### src/rtl/philv_mem_pkg.sv
// -----------------------------------------------------------------------------
// philv_mem_pkg
// Shared types and constants for the philosophyVCore unified-memory arbiter.
//   state_t     : arbiter FSM states (IDLE, WAIT)
//   REQ_IF/LS   : owner encoding of the access in flight
//   DEF_ADDR_W  : default address width
//   DEF_DATA_W  : default data width
// -----------------------------------------------------------------------------
package philv_mem_pkg;

  localparam int DEF_ADDR_W = 32;
  localparam int DEF_DATA_W = 32;

  typedef enum logic {
    IDLE = 1'b0,
    WAIT = 1'b1
  } state_t;

  localparam logic REQ_IF = 1'b0;
  localparam logic REQ_LS = 1'b1;

endpackage

### src/rtl/philv_mem_arbiter_if.sv
// -----------------------------------------------------------------------------
// philv_mem_arbiter_if
// Bundles the fetch requester, load/store requester and memory command/response
// signals of the unified-memory arbiter.
//   if_*   : IF-stage fetch request / grant / response
//   ls_*   : MEM-stage load/store request / grant / response
//   mem_*  : single-port memory command and read data
// Modports:
//   slave  : the arbiter (consumes requests and read data, drives the rest)
//   master : requesters plus memory (drive requests and read data)
// -----------------------------------------------------------------------------
interface philv_mem_arbiter_if
  import philv_mem_pkg::*;
#(
  parameter int ADDR_W = DEF_ADDR_W,
  parameter int DATA_W = DEF_DATA_W
);

  logic                  if_req;
  logic [ADDR_W-1:0]     if_addr;
  logic                  if_gnt;
  logic                  if_rvalid;
  logic [DATA_W-1:0]     if_rdata;

  logic                  ls_req;
  logic                  ls_we;
  logic [ADDR_W-1:0]     ls_addr;
  logic [DATA_W-1:0]     ls_wdata;
  logic [DATA_W/8-1:0]   ls_be;
  logic                  ls_gnt;
  logic                  ls_rvalid;
  logic [DATA_W-1:0]     ls_rdata;

  logic                  mem_en;
  logic                  mem_we;
  logic [DATA_W/8-1:0]   mem_be;
  logic [ADDR_W-1:0]     mem_addr;
  logic [DATA_W-1:0]     mem_wdata;
  logic [DATA_W-1:0]     mem_rdata;

  modport slave (
    input  if_req, if_addr,
    output if_gnt, if_rvalid, if_rdata,
    input  ls_req, ls_we, ls_addr, ls_wdata, ls_be,
    output ls_gnt, ls_rvalid, ls_rdata,
    output mem_en, mem_we, mem_be, mem_addr, mem_wdata,
    input  mem_rdata
  );

  modport master (
    output if_req, if_addr,
    input  if_gnt, if_rvalid, if_rdata,
    output ls_req, ls_we, ls_addr, ls_wdata, ls_be,
    input  ls_gnt, ls_rvalid, ls_rdata,
    input  mem_en, mem_we, mem_be, mem_addr, mem_wdata,
    output mem_rdata
  );

endinterface

### src/rtl/philv_starve_ctr.sv
// -----------------------------------------------------------------------------
// philv_starve_ctr
// Saturating count of consecutive load/store grants taken while a fetch was
// waiting. Once it reaches LIMIT the arbiter hands the next slot to fetch.
//   i_clk   : core clock
//   i_rstb  : synchronous active-low reset
//   i_clear : fetch was granted or is not requesting
//   i_incr  : load/store granted while fetch was requesting
//   o_limit : count has reached LIMIT
// -----------------------------------------------------------------------------
module philv_starve_ctr #(
  parameter int LIMIT = 4
) (
  input  logic i_clk,
  input  logic i_rstb,
  input  logic i_clear,
  input  logic i_incr,
  output logic o_limit
);

  localparam int W = $clog2(LIMIT + 1);
  localparam logic [W-1:0] LIMIT_VAL = W'(LIMIT);

  logic [W-1:0] r_count;

  // Clear wins over increment so a fetch grant in the same cycle always
  // restarts the window; the count parks at LIMIT until fetch gets served.
  always_ff @(posedge i_clk) begin
    if (!i_rstb) begin
      r_count <= '0;
    end else if (i_clear) begin
      r_count <= '0;
    end else if (i_incr && (r_count != LIMIT_VAL)) begin
      r_count <= r_count + W'(1);
    end
  end

  assign o_limit = (r_count == LIMIT_VAL);

endmodule

### src/rtl/philv_mem_arbiter.sv
// -----------------------------------------------------------------------------
// philv_mem_arbiter
// Shares one single-port memory between instruction fetch (IF) and load/store
// (LS). One access is in flight at a time; its response comes back exactly
// MEM_LATENCY cycles after the grant and the next access may issue in that
// same response cycle. LS wins by default; after STARVE_LIMIT back-to-back LS
// grants with a fetch waiting, fetch takes the next slot.
//   i_clk   : core clock
//   i_rstb  : synchronous active-low reset; all outputs forced low while low
//   bus     : requester and memory signals (philv_mem_arbiter_if.slave)
//   o_busy  : an access is outstanding
// -----------------------------------------------------------------------------
module philv_mem_arbiter
  import philv_mem_pkg::*;
#(
  parameter int ADDR_W       = DEF_ADDR_W,
  parameter int DATA_W       = DEF_DATA_W,
  parameter int MEM_LATENCY  = 2,
  parameter int STARVE_LIMIT = 4
) (
  input  logic                i_clk,
  input  logic                i_rstb,
  philv_mem_arbiter_if.slave  bus,
  output logic                o_busy
);

  localparam int CNT_W = $clog2(MEM_LATENCY + 1);
  localparam logic [CNT_W-1:0] CNT_LOAD = CNT_W'(MEM_LATENCY);
  localparam logic [CNT_W-1:0] CNT_ONE  = CNT_W'(1);

  state_t             r_state;
  state_t             w_nextState;
  logic [CNT_W-1:0]   r_cnt;
  logic [CNT_W-1:0]   w_nextCnt;
  logic               r_owner;
  logic               w_nextOwner;
  logic               r_we;
  logic               w_nextWe;

  logic               w_respCycle;
  logic               w_issueSlot;
  logic               w_issue;
  logic               w_pickIf;
  logic               w_starveLimit;
  logic               w_starveClr;
  logic               w_starveInc;

  philv_starve_ctr #(
    .LIMIT (STARVE_LIMIT)
  ) u_starve (
    .i_clk   (i_clk),
    .i_rstb  (i_rstb),
    .i_clear (w_starveClr),
    .i_incr  (w_starveInc),
    .o_limit (w_starveLimit)
  );

  // State register: FSM state, latency countdown and the owner/direction of
  // the access in flight. Reset drops any outstanding access.
  always_ff @(posedge i_clk) begin
    if (!i_rstb) begin
      r_state <= IDLE;
      r_cnt   <= '0;
      r_owner <= REQ_IF;
      r_we    <= 1'b0;
    end else begin
      r_state <= w_nextState;
      r_cnt   <= w_nextCnt;
      r_owner <= w_nextOwner;
      r_we    <= w_nextWe;
    end
  end

  // Next-state and outputs. Everything is gated by i_rstb so grants and the
  // memory strobe stay low during reset even though they are combinational.
  // The response cycle doubles as an issue slot, giving one access per
  // MEM_LATENCY cycles.
  always_comb begin
    w_nextState   = r_state;
    w_nextCnt     = r_cnt;
    w_nextOwner   = r_owner;
    w_nextWe      = r_we;
    w_pickIf      = 1'b0;
    w_issue       = 1'b0;
    w_starveClr   = 1'b0;
    w_starveInc   = 1'b0;
    o_busy        = 1'b0;
    bus.if_gnt    = 1'b0;
    bus.if_rvalid = 1'b0;
    bus.if_rdata  = {DATA_W{1'b0}};
    bus.ls_gnt    = 1'b0;
    bus.ls_rvalid = 1'b0;
    bus.ls_rdata  = {DATA_W{1'b0}};
    bus.mem_en    = 1'b0;
    bus.mem_we    = 1'b0;
    bus.mem_be    = {(DATA_W/8){1'b0}};
    bus.mem_addr  = {ADDR_W{1'b0}};
    bus.mem_wdata = {DATA_W{1'b0}};

    w_respCycle = (r_state == WAIT) && (r_cnt == CNT_ONE);
    w_issueSlot = (r_state == IDLE) || w_respCycle;

    if (i_rstb) begin
      o_busy = (r_state == WAIT);

      if (w_respCycle) begin
        if (r_owner == REQ_LS) begin
          bus.ls_rvalid = 1'b1;
          bus.ls_rdata  = r_we ? {DATA_W{1'b0}} : bus.mem_rdata;
        end else begin
          bus.if_rvalid = 1'b1;
          bus.if_rdata  = bus.mem_rdata;
        end
      end

      w_pickIf = bus.if_req && (w_starveLimit || !bus.ls_req);
      w_issue  = w_issueSlot && (bus.if_req || bus.ls_req);

      if (w_issue) begin
        bus.mem_en  = 1'b1;
        w_nextState = WAIT;
        w_nextCnt   = CNT_LOAD;
        if (w_pickIf) begin
          bus.if_gnt    = 1'b1;
          bus.mem_addr  = bus.if_addr;
          bus.mem_be    = {(DATA_W/8){1'b1}};
          w_nextOwner   = REQ_IF;
          w_nextWe      = 1'b0;
        end else begin
          bus.ls_gnt    = 1'b1;
          bus.mem_we    = bus.ls_we;
          bus.mem_addr  = bus.ls_addr;
          bus.mem_wdata = bus.ls_wdata;
          bus.mem_be    = bus.ls_we ? bus.ls_be : {(DATA_W/8){1'b1}};
          w_nextOwner   = REQ_LS;
          w_nextWe      = bus.ls_we;
        end
      end else if (r_state == WAIT) begin
        w_nextCnt = r_cnt - CNT_ONE;
        if (w_respCycle) begin
          w_nextState = IDLE;
        end
      end

      w_starveClr = !bus.if_req || (w_issue && w_pickIf);
      w_starveInc = w_issue && !w_pickIf && bus.if_req;
    end
  end

endmodule

### src/flat_wrapper.sv
// flat-port wrapper written by rule: the top's interface ports become plain ports
module philv_mem_arbiter_flat import philv_mem_pkg::*;
#(
  parameter int ADDR_W       = DEF_ADDR_W,
  parameter int DATA_W       = DEF_DATA_W,
  parameter int MEM_LATENCY  = 2,
  parameter int STARVE_LIMIT = 4
)
  (i_clk, i_rstb, o_busy, bus_if_req, bus_if_addr, bus_if_gnt, bus_if_rvalid, bus_if_rdata, bus_ls_req, bus_ls_we, bus_ls_addr, bus_ls_wdata, bus_ls_be, bus_ls_gnt, bus_ls_rvalid, bus_ls_rdata, bus_mem_en, bus_mem_we, bus_mem_be, bus_mem_addr, bus_mem_wdata, bus_mem_rdata);
  philv_mem_arbiter_if #(.ADDR_W(ADDR_W), .DATA_W(DATA_W)) bus_i ();
  input  logic i_clk;
  input  logic i_rstb;
  output logic o_busy;
  input wire logic [$bits(bus_i.if_req)-1:0] bus_if_req;
  input wire logic [$bits(bus_i.if_addr)-1:0] bus_if_addr;
  output wire logic [$bits(bus_i.if_gnt)-1:0] bus_if_gnt;
  output wire logic [$bits(bus_i.if_rvalid)-1:0] bus_if_rvalid;
  output wire logic [$bits(bus_i.if_rdata)-1:0] bus_if_rdata;
  input wire logic [$bits(bus_i.ls_req)-1:0] bus_ls_req;
  input wire logic [$bits(bus_i.ls_we)-1:0] bus_ls_we;
  input wire logic [$bits(bus_i.ls_addr)-1:0] bus_ls_addr;
  input wire logic [$bits(bus_i.ls_wdata)-1:0] bus_ls_wdata;
  input wire logic [$bits(bus_i.ls_be)-1:0] bus_ls_be;
  output wire logic [$bits(bus_i.ls_gnt)-1:0] bus_ls_gnt;
  output wire logic [$bits(bus_i.ls_rvalid)-1:0] bus_ls_rvalid;
  output wire logic [$bits(bus_i.ls_rdata)-1:0] bus_ls_rdata;
  output wire logic [$bits(bus_i.mem_en)-1:0] bus_mem_en;
  output wire logic [$bits(bus_i.mem_we)-1:0] bus_mem_we;
  output wire logic [$bits(bus_i.mem_be)-1:0] bus_mem_be;
  output wire logic [$bits(bus_i.mem_addr)-1:0] bus_mem_addr;
  output wire logic [$bits(bus_i.mem_wdata)-1:0] bus_mem_wdata;
  input wire logic [$bits(bus_i.mem_rdata)-1:0] bus_mem_rdata;
  assign bus_i.if_req = bus_if_req;
  assign bus_i.if_addr = bus_if_addr;
  assign bus_if_gnt = bus_i.if_gnt;
  assign bus_if_rvalid = bus_i.if_rvalid;
  assign bus_if_rdata = bus_i.if_rdata;
  assign bus_i.ls_req = bus_ls_req;
  assign bus_i.ls_we = bus_ls_we;
  assign bus_i.ls_addr = bus_ls_addr;
  assign bus_i.ls_wdata = bus_ls_wdata;
  assign bus_i.ls_be = bus_ls_be;
  assign bus_ls_gnt = bus_i.ls_gnt;
  assign bus_ls_rvalid = bus_i.ls_rvalid;
  assign bus_ls_rdata = bus_i.ls_rdata;
  assign bus_mem_en = bus_i.mem_en;
  assign bus_mem_we = bus_i.mem_we;
  assign bus_mem_be = bus_i.mem_be;
  assign bus_mem_addr = bus_i.mem_addr;
  assign bus_mem_wdata = bus_i.mem_wdata;
  assign bus_i.mem_rdata = bus_mem_rdata;
  philv_mem_arbiter #(.ADDR_W(ADDR_W), .DATA_W(DATA_W), .MEM_LATENCY(MEM_LATENCY), .STARVE_LIMIT(STARVE_LIMIT)) u_core (.i_clk(i_clk), .i_rstb(i_rstb), .bus(bus_i), .o_busy(o_busy));
endmodule
### config.mk
export PLATFORM = sky130hd
export DESIGN_NAME = philv_mem_arbiter_flat
export DESIGN_NICKNAME = d
export VERILOG_FILES = /design/src/rtl/philv_mem_pkg.sv /design/src/rtl/philv_mem_arbiter_if.sv /design/src/rtl/philv_starve_ctr.sv /design/src/rtl/philv_mem_arbiter.sv /design/src/flat_wrapper.sv
export SDC_FILE = /design/constraint.sdc
export NUM_CORES = 1
export LEC_CHECK = 0
export CELL_PAD_IN_SITES_DETAIL_PLACEMENT = 0
export CELL_PAD_IN_SITES_GLOBAL_PLACEMENT = 1
export CORE_MARGIN = 1.5
export CORE_UTILIZATION = 12
export CTS_CLUSTER_DIAMETER = 30
export CTS_CLUSTER_SIZE = 8
export DETAILED_ROUTE_END_ITERATION = 10
export GPL_TIMING_DRIVEN = 0
export PLACE_DENSITY_LB_ADDON = 0.1
export RECOVER_POWER = 25
export SYNTH_ARGS = -nofsm -noshare
export SYNTH_HDL_FRONTEND = slang
export SYNTH_HIERARCHICAL = 1
export SYNTH_SLANG_ARGS = --single-unit
### constraint.sdc
create_clock -name i_clk -period 2.7 [get_ports i_clk]
set_input_delay 0.27 -clock i_clk [delete_from_list [all_inputs] [get_ports i_clk]]
set_output_delay 0.27 -clock i_clk [all_outputs]
set_load 0.1 [all_outputs]
==> results of run 1 <==
[registers in the layout, indices dropped and copies added, names as in the netlist]
register / flops
u_core/r_state: 1
u_core/r_owner: 1
u_core/r_we: 1
u_core/r_cnt: 2
u_core/u_starve/r_count: 3
[critical path, cell delays in order]
cell and delay (ns):
clkdlybuf4s50_1 0.59, buf_4 0.22, o2111a_1 0.18, buf_2 0.19, buf_2 0.26, a22o_1 0.19
buf_2 0.43
[cells in the final DEF, fill, tap and decap left out, types with 2 or more instances in the layout]
cell / count
inv_1: 11
clkdlybuf4s50_1: 136
o21ai_0: 3
clkbuf_1: 5
buf_6: 6
clkbuf_4: 43
and2_0: 2
and2_1: 50
a31oi_1: 5
a22o_1: 32
and2_2: 38
nand3b_1: 3
clkbuf_2: 4
dfxtp_1: 8
buf_4: 36
buf_2: 44
ha_1: 3
clkdlybuf4s18_2: 4
and2_4: 10
clkbuf_16: 3
mux2i_1: 3
clkdlybuf4s15_2: 15
[layout make-up]
class                      count  share of cell area (%)
tap                          172                   5.050
timing repair buffer         275                   55.58
inverter                      11                  0.9689
sequential                     8                   3.758
clock buffer                   3                   1.762
buffer                        19                   3.083
multi-input combinational    168                   29.80
[metrics by stage]
stage | hold slack, ns | power (mW) | cells
4_1_cts | 0.5073 | 1.222 | 656
5_1_grt | 0.5205 | 1.253 | 656
2_1_floorplan | 0.3958 | 0.6589 | 206
6_report | 0.5073 | 1.203 | 656
3_5_place_dp | 0.4992 | 0.9992 | 653
3_3_place_gp | 0.4871 | 0.9959 | 653
[routing by layer]
| metal | vias to the layer above | track usage [%] |
|---|---|---|
| met5 | - | 0 |
| met4 | 0 | 0.9639 |
| met3 | 4 | 2.750 |
| met2 | 123 | 25.06 |
| met1 | 1117 | 15.69 |
| li1 | 1265 | - |
[power by group through the flow]
stage	sequential (mW)	combinational, mW	clock [mW]
3_3_place_gp	0.134	0.862	0
6_report	0.132	0.826	0.245
2_1_floorplan	0.132	0.526	0
4_1_cts	0.132	0.836	0.253
5_1_grt	0.134	0.860	0.259
3_5_place_dp	0.134	0.865	0
[how the worst min path moves through the flow]
stage,from,end,slack [ns],cells after the start
3_5_place_dp,u_core/r_we,u_core/r_we,0.50,1
3_3_place_gp,u_core/r_we,u_core/r_we,0.49,1
2_1_floorplan,bus_ls_we,u_core/r_we,0.40,1
5_1_grt,u_core/r_we,u_core/r_we,0.52,1
6_report,u_core/r_we,u_core/r_we,0.51,1
4_1_cts,u_core/r_we,u_core/r_we,0.51,1
[kinds of logic after synthesis]
logic type,share of synthesized area (%)
simple gates,49.15
fa+ha+maj,2.422
buf+inv,10.82
mux,1.937
xor+xnor,0.5651
flops,10.33
compound gates,24.78
[what timing repair did]
action	in CTS	in global routing
endpoints found under the setup margin	138	113
resized for setup	657	83
gates cloned	0	0
==> impl_metrics.yaml, run 1 <==
detailed_routing:
  dr.max_layer_used: "met4"
  met1Wirelength_um: 4129
  firstDrtPassIters: 4
  viasPerCell: 3.825
  drt-wirelength-per-cell_um: 15.87
  wl_met3_um: 893
  vias: 2509
  drtIter0Drc: 77
  drcViolationCount: 0
  wl_met2_um: 5360
  ant_nets: 0
  wirelength_um: 10410
timing:
  post-route-min-period_ns: 2.603
  slew_headroom_pct: 19.08
  tightest_slew_ns: 1.219
  setup-violations-final: 0
  skew_ns: 0.003013
  rsz0062_at_grt: "false"
  fmax_mhz: 384.2
  setup_tns_ns: 0
  hold_violations: 0
  post-route-period-util_pct: 96.39
  post-route-worst-setup-slack_ns: 0.09742
  drv_slew: 0
pwr:
  power_density_nw_per_um2: 282.4
  p_int_uw: 606.0
  power_frac_comb_pct: 68.6
  peakVddDrop_mv: 0.2443
  p_switching_uw: 597.3
  pwr-share-clk_pct: 20.4
  swShare_pct: 49.64
  p_leak_nw: 2.034
  power_frac_seq_pct: 11.0
critical_path:
  cp-endpoint: "bus_mem_addr[21]"
  r2r-end: "u_core/u_starve/r_count[1]"
  cp_max_fo: 10
  cp-end-kind: "output pin"
  crit_arrival_ns: 2.33
  reg2regPathDepth: 10
  critical_path_class: "in2out"
  reg2reg_slack_ns: 0.45
  worst_ep_required_time_ns: 2.43
  cp-start-kind: "input pin"
  reg2reg_from: "u_core/u_starve/r_count[0]"
  crit_start: "i_rstb"
clock_tree:
  cts_buffers: 3
  cts_num_sinks: 8
  root_buffer: "clkbuf_16"
  hold_buffers: 0
  post-cts-setup-buffers: 0
  clock_path_buffers: 2
  worstSkewPairLatency_ns: 0.23
  tritoncts: "built"
  path_clk_slew_ns: 0.03
  h-tree-depth: 1
floorplan:
  rows: 41
  die_y_um: 116.7
  initial_core_util_pct: 12.28
  die_w_um: 116.7
  ioPinCount: 276
  fp.coreArea_um2: 12620
  dieArea_um2: 13610
global_routing:
  grt_pass1_vias: 2274
  grt_pass1_wl_um: 13590
  grt_max_degree: 11
  antenna_found_initial: 0
  globalRouteOverflowTotal: 0
  grt_use_total_pct: 13.13
yosys:
  synth_most_common_cell: "and2_1"
  synth_seq_area_share_pct: 10.33
  synthesis.nets: 346
  yosys-top-cells-area: "and2_1, a22o_1, dfxtp_1, and2_4, buf_6"
  synth_cells: 206
  yosysTopAreaCell: "and2_1"
  synth-seq-cells: 8
  synth_top_area_share_pct: 36.32
  synthesis.area_um2: 1550
  synth_common_cells: "and2_1, a22o_1, inv_1"
  avgSynthCellArea_um2: 7.525
  synth_cell_type_count: 33
  synth_edf_count: 0
  yosysWarningCount: 6
  ys.flop_type: "dfxtp_1"
  async_flop_share_pct: 0
cells_and_area:
  drive_gt1_share_pct: 42.77
  fin_area_um2: 4262
  nFillCells: 1414
  seq_area_um2: 160.2
  diodes: 0
  num-nets-final: 626
  multi_input_area_um2: 1270
  post-route-util_pct: 33.77
  area_delta_synth_final_pct: 174.9
run:
  drv_cap: 0
placement:
  io_buffer_count: 275
  pre_cts_slack_ns: -0.8201
  post_dp_cell_area_um2: 4567
  routabilityCongestion: 0.7075
  dp_hpwl_um: 9035
hold_path:
  min_path_type: "reg2reg"
run_status:
  status: "complete, no violations"
No activity file was read; power rests on OpenSTA's default activity.
==> run 2: changes to the inputs <==
--- a/config.mk
+++ b/config.mk
@@ -7,7 +7,6 @@
 export LEC_CHECK = 0
 export CELL_PAD_IN_SITES_DETAIL_PLACEMENT = 0
 export CELL_PAD_IN_SITES_GLOBAL_PLACEMENT = 1
-export CORE_MARGIN = 1.5
 export CORE_UTILIZATION = 12
 export CTS_CLUSTER_DIAMETER = 30
 export CTS_CLUSTER_SIZE = 8
==> run 2 against run 1 <==
Register-to-register slack better by 0.04 ns; total power down 0.37%; via count down 0.16%; clock power about the same; critical path type is now reg2out; worst hold slack worse by 0.0055 ns; flip-flop and latch count unchanged; sequential power about the same; non-clock buffer count unchanged.
==> impl_metrics.yaml, run 2 (same netlist as run 1, synthesis figures left out) <==
run_status:
  status: "complete, no violations"
critical_path:
  crit_chain: "inv_1, ha_1, and2_1, nand2_1, and4_4, buf_6, buf_6, a22o_1, clkdlybuf4s18_2"
  crit_start: "u_core/u_starve/r_count[0]"
  cp_common_cell: "buf_6"
  cp-end-kind: "output pin"
  reg2reg_from: "u_core/u_starve/r_count[0]"
  cp-start-kind: "flip-flop"
  cp_top_family: "buffers and inverters"
  cp-endpoint: "bus_mem_addr[2]"
  worst_ep_required_time_ns: 2.43
  r2r-end: "u_core/u_starve/r_count[1]"
  crit_buf_inv: 4
  crit_arrival_ns: 2.33
  reg2reg_slack_ns: 0.49
  cp_max_fo: 10
  max_stage_delay_ns: 0.54
  worstSetupPathDepth: 9
  reg2regPathDepth: 10
  critical_path_class: "reg2out"
  slowest_stage: "clkdlybuf4s18_2"
timing:
  post-route-min-period_ns: 2.600
  slew_headroom_pct: 18.08
  hold_violations: 0
  fmax_mhz: 384.6
  post-route-period-util_pct: 96.30
  setup-violations-final: 0
  post-route-worst-setup-slack_ns: 0.09994
  drv_slew: 0
  skew_ns: 0.003029
  rsz0062_at_grt: "false"
  setup_tns_ns: 0
  tightest_slew_ns: 1.234
detailed_routing:
  wirelength_um: 9867
  drtIter0Drc: 65
  drcViolationCount: 0
  viasPerCell: 3.819
  drt-wirelength-per-cell_um: 15.04
  firstDrtPassIters: 4
  vias: 2505
  ant_nets: 0
floorplan:
  die_y_um: 115.7
  fp.coreArea_um2: 12620
  ioPinCount: 276
  rows: 41
  die_w_um: 115.7
  dieArea_um2: 13380
  initial_core_util_pct: 12.28
clock_tree:
  h-tree-depth: 1
  path_clk_slew_ns: 0.04
  worstSkewPairLatency_ns: 0.23
  clock_path_buffers: 2
  hold_buffers: 0
  tritoncts: "built"
  cts_buffers: 3
  root_buffer: "clkbuf_16"
  cts_num_sinks: 8
  post-cts-setup-buffers: 0
pwr:
  power_frac_seq_pct: 11.0
  p_leak_nw: 2.045
  peakVddDrop_mv: 0.2117
  power_density_nw_per_um2: 282.2
  p_int_uw: 605.2
  swShare_pct: 49.52
  p_switching_uw: 593.7
  power_frac_comb_pct: 68.6
  pwr-share-clk_pct: 20.4
global_routing:
  grt_pass1_wl_um: 13510
  grt_use_total_pct: 13.21
  antenna_found_initial: 0
  globalRouteOverflowTotal: 0
  grt_pass1_vias: 2353
  grt_max_degree: 11
cells_and_area:
  diodes: 0
  layout_commonest_cell: "clkdlybuf4s50_1"
  drive_gt1_share_pct: 43.18
  nFillCells: 1422
  area_delta_synth_final_pct: 174.0
  regMostFlops: "u_core/u_starve/r_count"
  final_cell_mix: "clkdlybuf4s50_1, and2_1, buf_2, buf_4, and2_2"
  largest_reg_flops: 3
  num-nets-final: 626
  top_regs: "u_core/u_starve/r_count x3, u_core/r_cnt x2"
placement:
  dp_hpwl_um: 8509
  routabilityCongestion: 0.6814
  io_buffer_count: 275
  pre_cts_slack_ns: -0.8210
hold_path:
  min_path_type: "reg2reg"
run:
  drv_cap: 0
## run 2: cell count changes in the layout (fill, tap and decap cells not counted)
| cell | before | now |
|---|---|---|
| clkdlybuf4s18_2 | 4 | 5 |
| and2_0 | 2 | 3 |
| and2_1 | 50 | 49 |
| clkdlybuf4s15_2 | 15 | 12 |
| clkbuf_1 | 5 | 3 |
| clkbuf_2 | 4 | 9 |
| buf_4 | 36 | 42 |
| clkbuf_4 | 43 | 36 |
## run 2: what timing repair did
item | 4_1_cts | 5_1_grt
endpoints found under the hold margin | 0 | 0
setup endpoints to repair | 138 | 127
gates resized for setup | 648 | 99
pin swaps | 0 | 0
## run 2: routing by layer
metal,GRT usage [%],part of all wire (%),vias to the layer above
met3,2.877,8.6,2
met4,1.026,0.10,0
met5,0,0,-
met1,15.68,39,1121
li1,-,-,1257
met2,25.07,52,125
## run 2: final cells by class
cell class | count | area, µm² | share of cell area, %
sequential | 8 | 160.2 | 3.770
timing repair buffer | 275 | 2352 | 55.38
buffer | 19 | 133.9 | 3.152
multi-input combinational | 168 | 1270 | 29.90
clock buffer | 3 | 75.07 | 1.767
tap | 172 | 215.2 | 5.066
inverter | 11 | 41.29 | 0.9720
## run 2: stage by stage
step / hold slack [ns] / cell area (µm²) / power, mW / util (%) / cells
2_1_floorplan: 0.3958 / 1599 / 0.6589 / - / 206
3_3_place_gp: 0.4876 / 4567 / 0.9933 / 36.19 / 653
3_5_place_dp: 0.4997 / 4567 / 0.9965 / 36.19 / 653
4_1_cts: 0.5079 / 4369 / 1.222 / 34.62 / 656
5_1_grt: 0.5174 / 4248 / 1.253 / 33.66 / 656
6_report: 0.5018 / 4248 / 1.199 / 33.66 / 656
## run 2: worst min path at each step
stage                      from          end  cells past startpoint
floorplan             bus_ls_we  u_core/r_we                      1
global route        u_core/r_we  u_core/r_we                      1
global placement    u_core/r_we  u_core/r_we                      1
detailed placement  u_core/r_we  u_core/r_we                      1
CTS                 u_core/r_we  u_core/r_we                      1
finish              u_core/r_we  u_core/r_we                      1
## run 2: power by group through the flow
stage / registers [mW] / clock network (mW) / logic (mW)
2_1_floorplan: 0.132 / 0 / 0.526
3_3_place_gp: 0.134 / 0 / 0.860
3_5_place_dp: 0.134 / 0 / 0.863
4_1_cts: 0.132 / 0.254 / 0.836
5_1_grt: 0.133 / 0.263 / 0.857
6_report: 0.132 / 0.245 / 0.822
==> run 3: changes to the inputs <==
--- a/config.mk
+++ b/config.mk
@@ -7,6 +7,7 @@
 export LEC_CHECK = 0
 export CELL_PAD_IN_SITES_DETAIL_PLACEMENT = 0
 export CELL_PAD_IN_SITES_GLOBAL_PLACEMENT = 1
+export CORE_MARGIN = 2
 export CORE_UTILIZATION = 12
 export CTS_CLUSTER_DIAMETER = 30
 export CTS_CLUSTER_SIZE = 8
==> run 3 against run 2 <==
Worst setup slack about the same; critical endpoint is now bus_mem_addr[31]; critical path depth did not move; sequential share of layout area is essentially flat; count of clock-buffer cells in the layout unchanged; maximum frequency barely moved; total power down 0.25%; non-clock buffer count stayed put; routed wire length increased by 4.7%.
==> impl_metrics.yaml, run 3 (same netlist as run 1, synthesis figures left out) <==
pwr:
  power_frac_comb_pct: 68.4
  p_int_uw: 601.9
  peakVddDrop_mv: 0.1500
  power_density_nw_per_um2: 282.8
  p_leak_nw: 2.044
  pwr-share-clk_pct: 20.6
  power_frac_seq_pct: 11.0
  swShare_pct: 49.66
  p_switching_uw: 593.9
global_routing:
  grt_max_degree: 11
  grt_pass1_wl_um: 15320
  grt_use_total_pct: 14.07
  antenna_found_initial: 0
  busiest_layer: "met2"
  globalRouteOverflowTotal: 0
  grt_util_met1_pct: 16.89
  grt_pass1_vias: 2377
  met3_usage_pct: 3.343
  use_met2_pct: 26.16
detailed_routing:
  ant_nets: 0
  viasPerCell: 3.843
  drtIter0Drc: 88
  wirelength_um: 10330
  firstDrtPassIters: 5
  vias: 2521
  drt-wirelength-per-cell_um: 15.74
  drcViolationCount: 0
cells_and_area:
  diodes: 0
  top_regs: "u_core/u_starve/r_count x3, u_core/r_cnt x2"
  fin_area_um2: 4228
  final_cell_mix: "clkdlybuf4s50_1, buf_2, and2_1, and2_2"
  nFillCells: 1406
  regMostFlops: "u_core/u_starve/r_count"
  layout_commonest_cell: "clkdlybuf4s50_1"
  drive_gt1_share_pct: 42.98
  post-route-util_pct: 33.50
  largest_reg_flops: 3
  area_delta_synth_final_pct: 172.7
  num-nets-final: 626
timing:
  skew_ns: 0.003815
  rsz0062_at_grt: "false"
  drv_slew: 0
  fmax_mhz: 384.6
  hold_violations: 0
  post-route-min-period_ns: 2.600
  post-route-period-util_pct: 96.29
  slew_headroom_pct: 19.90
  setup-violations-final: 0
  tightest_slew_ns: 1.207
hold_path:
  min_path_type: "reg2reg"
clock_tree:
  path_clk_slew_ns: 0.04
  h-tree-depth: 1
  cts_num_sinks: 8
  root_buffer: "clkbuf_16"
  tritoncts: "built"
  worstSkewPairLatency_ns: 0.23
  clock_path_buffers: 2
  cts_buffers: 3
floorplan:
  dieArea_um2: 13840
  die_y_um: 117.7
  fp.coreArea_um2: 12620
  die_w_um: 117.7
  ioPinCount: 276
  initial_core_util_pct: 12.28
  rows: 41
critical_path:
  cp-end-kind: "output pin"
  r2r-end: "u_core/u_starve/r_count[1]"
  crit_start: "u_core/u_starve/r_count[0]"
  critical_path_class: "reg2out"
  cp_max_fo: 10
  reg2reg_slack_ns: 0.43
  cp-start-kind: "flip-flop"
  worst_ep_required_time_ns: 2.43
  crit_arrival_ns: 2.33
  reg2regPathDepth: 10
  reg2reg_from: "u_core/u_starve/r_count[0]"
  cp-endpoint: "bus_mem_addr[31]"
placement:
  routabilityCongestion: 0.7627
  io_buffer_count: 275
  post_dp_cell_area_um2: 4567
  dp_hpwl_um: 8950
run_status:
  status: "complete, no violations"
run:
  drv_cap: 0
-- run 3: changes by cell type in the layout (fill, tap and decap cells not counted) --
cell,change
clkbuf_1,+1
and2_1,+1
buf_2,+10
dlygate4sd2_1,+1
and2_0,-1
buf_4,-8
clkdlybuf4s15_1,-1
clkbuf_4,-2
clkdlybuf4s18_2,-1
clkdlybuf4s15_2,+2
clkbuf_2,-2
-- run 3: layout make-up --
| type | instances | area, µm² | area share, % |
|---|---|---|---|
| Inverter | 11 | 41.29 | 0.9766 |
| Sequential cell | 8 | 160.2 | 3.788 |
| Timing Repair Buffer | 275 | 2333 | 55.19 |
| Clock buffer | 3 | 75.07 | 1.776 |
| Buffer | 19 | 132.6 | 3.137 |
| Multi-Input combinational cell | 168 | 1270 | 30.04 |
| Tap cell | 172 | 215.2 | 5.090 |
-- run 3: worst min path at each step --
stage	endpoint	cells past startpoint	from	slack, ns
6_report	u_core/r_we	1	u_core/r_we	0.49
3_3_place_gp	u_core/r_we	1	u_core/r_we	0.48
4_1_cts	u_core/r_we	1	u_core/r_we	0.50
5_1_grt	u_core/r_we	1	u_core/r_we	0.52
2_1_floorplan	u_core/r_we	1	bus_ls_we	0.40
3_5_place_dp	u_core/r_we	1	u_core/r_we	0.49
-- run 3: repair_timing --
| item | CTS | global route |
|---|---|---|
| cloned | 0 | 0 |
| hold buffers | 0 | 0 |
| buffers inserted | 0 | 0 |
| endpoints found under the setup margin | 138 | 111 |
| resized for setup | 647 | 77 |
-- run 3: power by group through the flow --
stage	clock [mW]	combinational, mW	sequential (mW)
detailed placement	0	0.862	0.134
floorplan	0	0.526	0.132
global placement	0	0.860	0.134
CTS	0.252	0.835	0.132
finish	0.246	0.818	0.132
global route	0.260	0.853	0.133
-- run 3: metrics by stage --
| step | power, mW | setup WS, ns | setup TNS [ns] | hold slack [ns] | instances |
|---|---|---|---|---|---|
| global route | 1.246 | 0.003166 | 0 | 0.5248 | 656 |
| detailed placement | 0.9959 | -0.8556 | -80.49 | 0.4882 | 653 |
| global placement | 0.9935 | -0.8290 | -78.47 | 0.4839 | 653 |
| CTS | 1.219 | 0.0002123 | 0 | 0.4994 | 656 |
| floorplan | 0.6589 | 0.04253 | 0 | 0.3958 | 206 |
| finish | 1.196 | 0.1000 | 0 | 0.4944 | 656 |
-- run 3: layer usage --
metal | up-vias | wire, µm
met5 | - | 0
met4 | 0 | 44
met3 | 4 | 720
met2 | 133 | 5317
met1 | 1121 | 4244
li1 | 1263 | -
-- run 3: critical path, cell delays in order (launching register included) --
cell and delay, ns:
dfxtp_1 0.37, inv_1 0.06, ha_1 0.21, and2_1 0.19
nand2_1 0.07, and4_4 0.22, buf_6 0.13, buf_6 0.15
a22o_1 0.14, clkdlybuf4s15_2 0.56
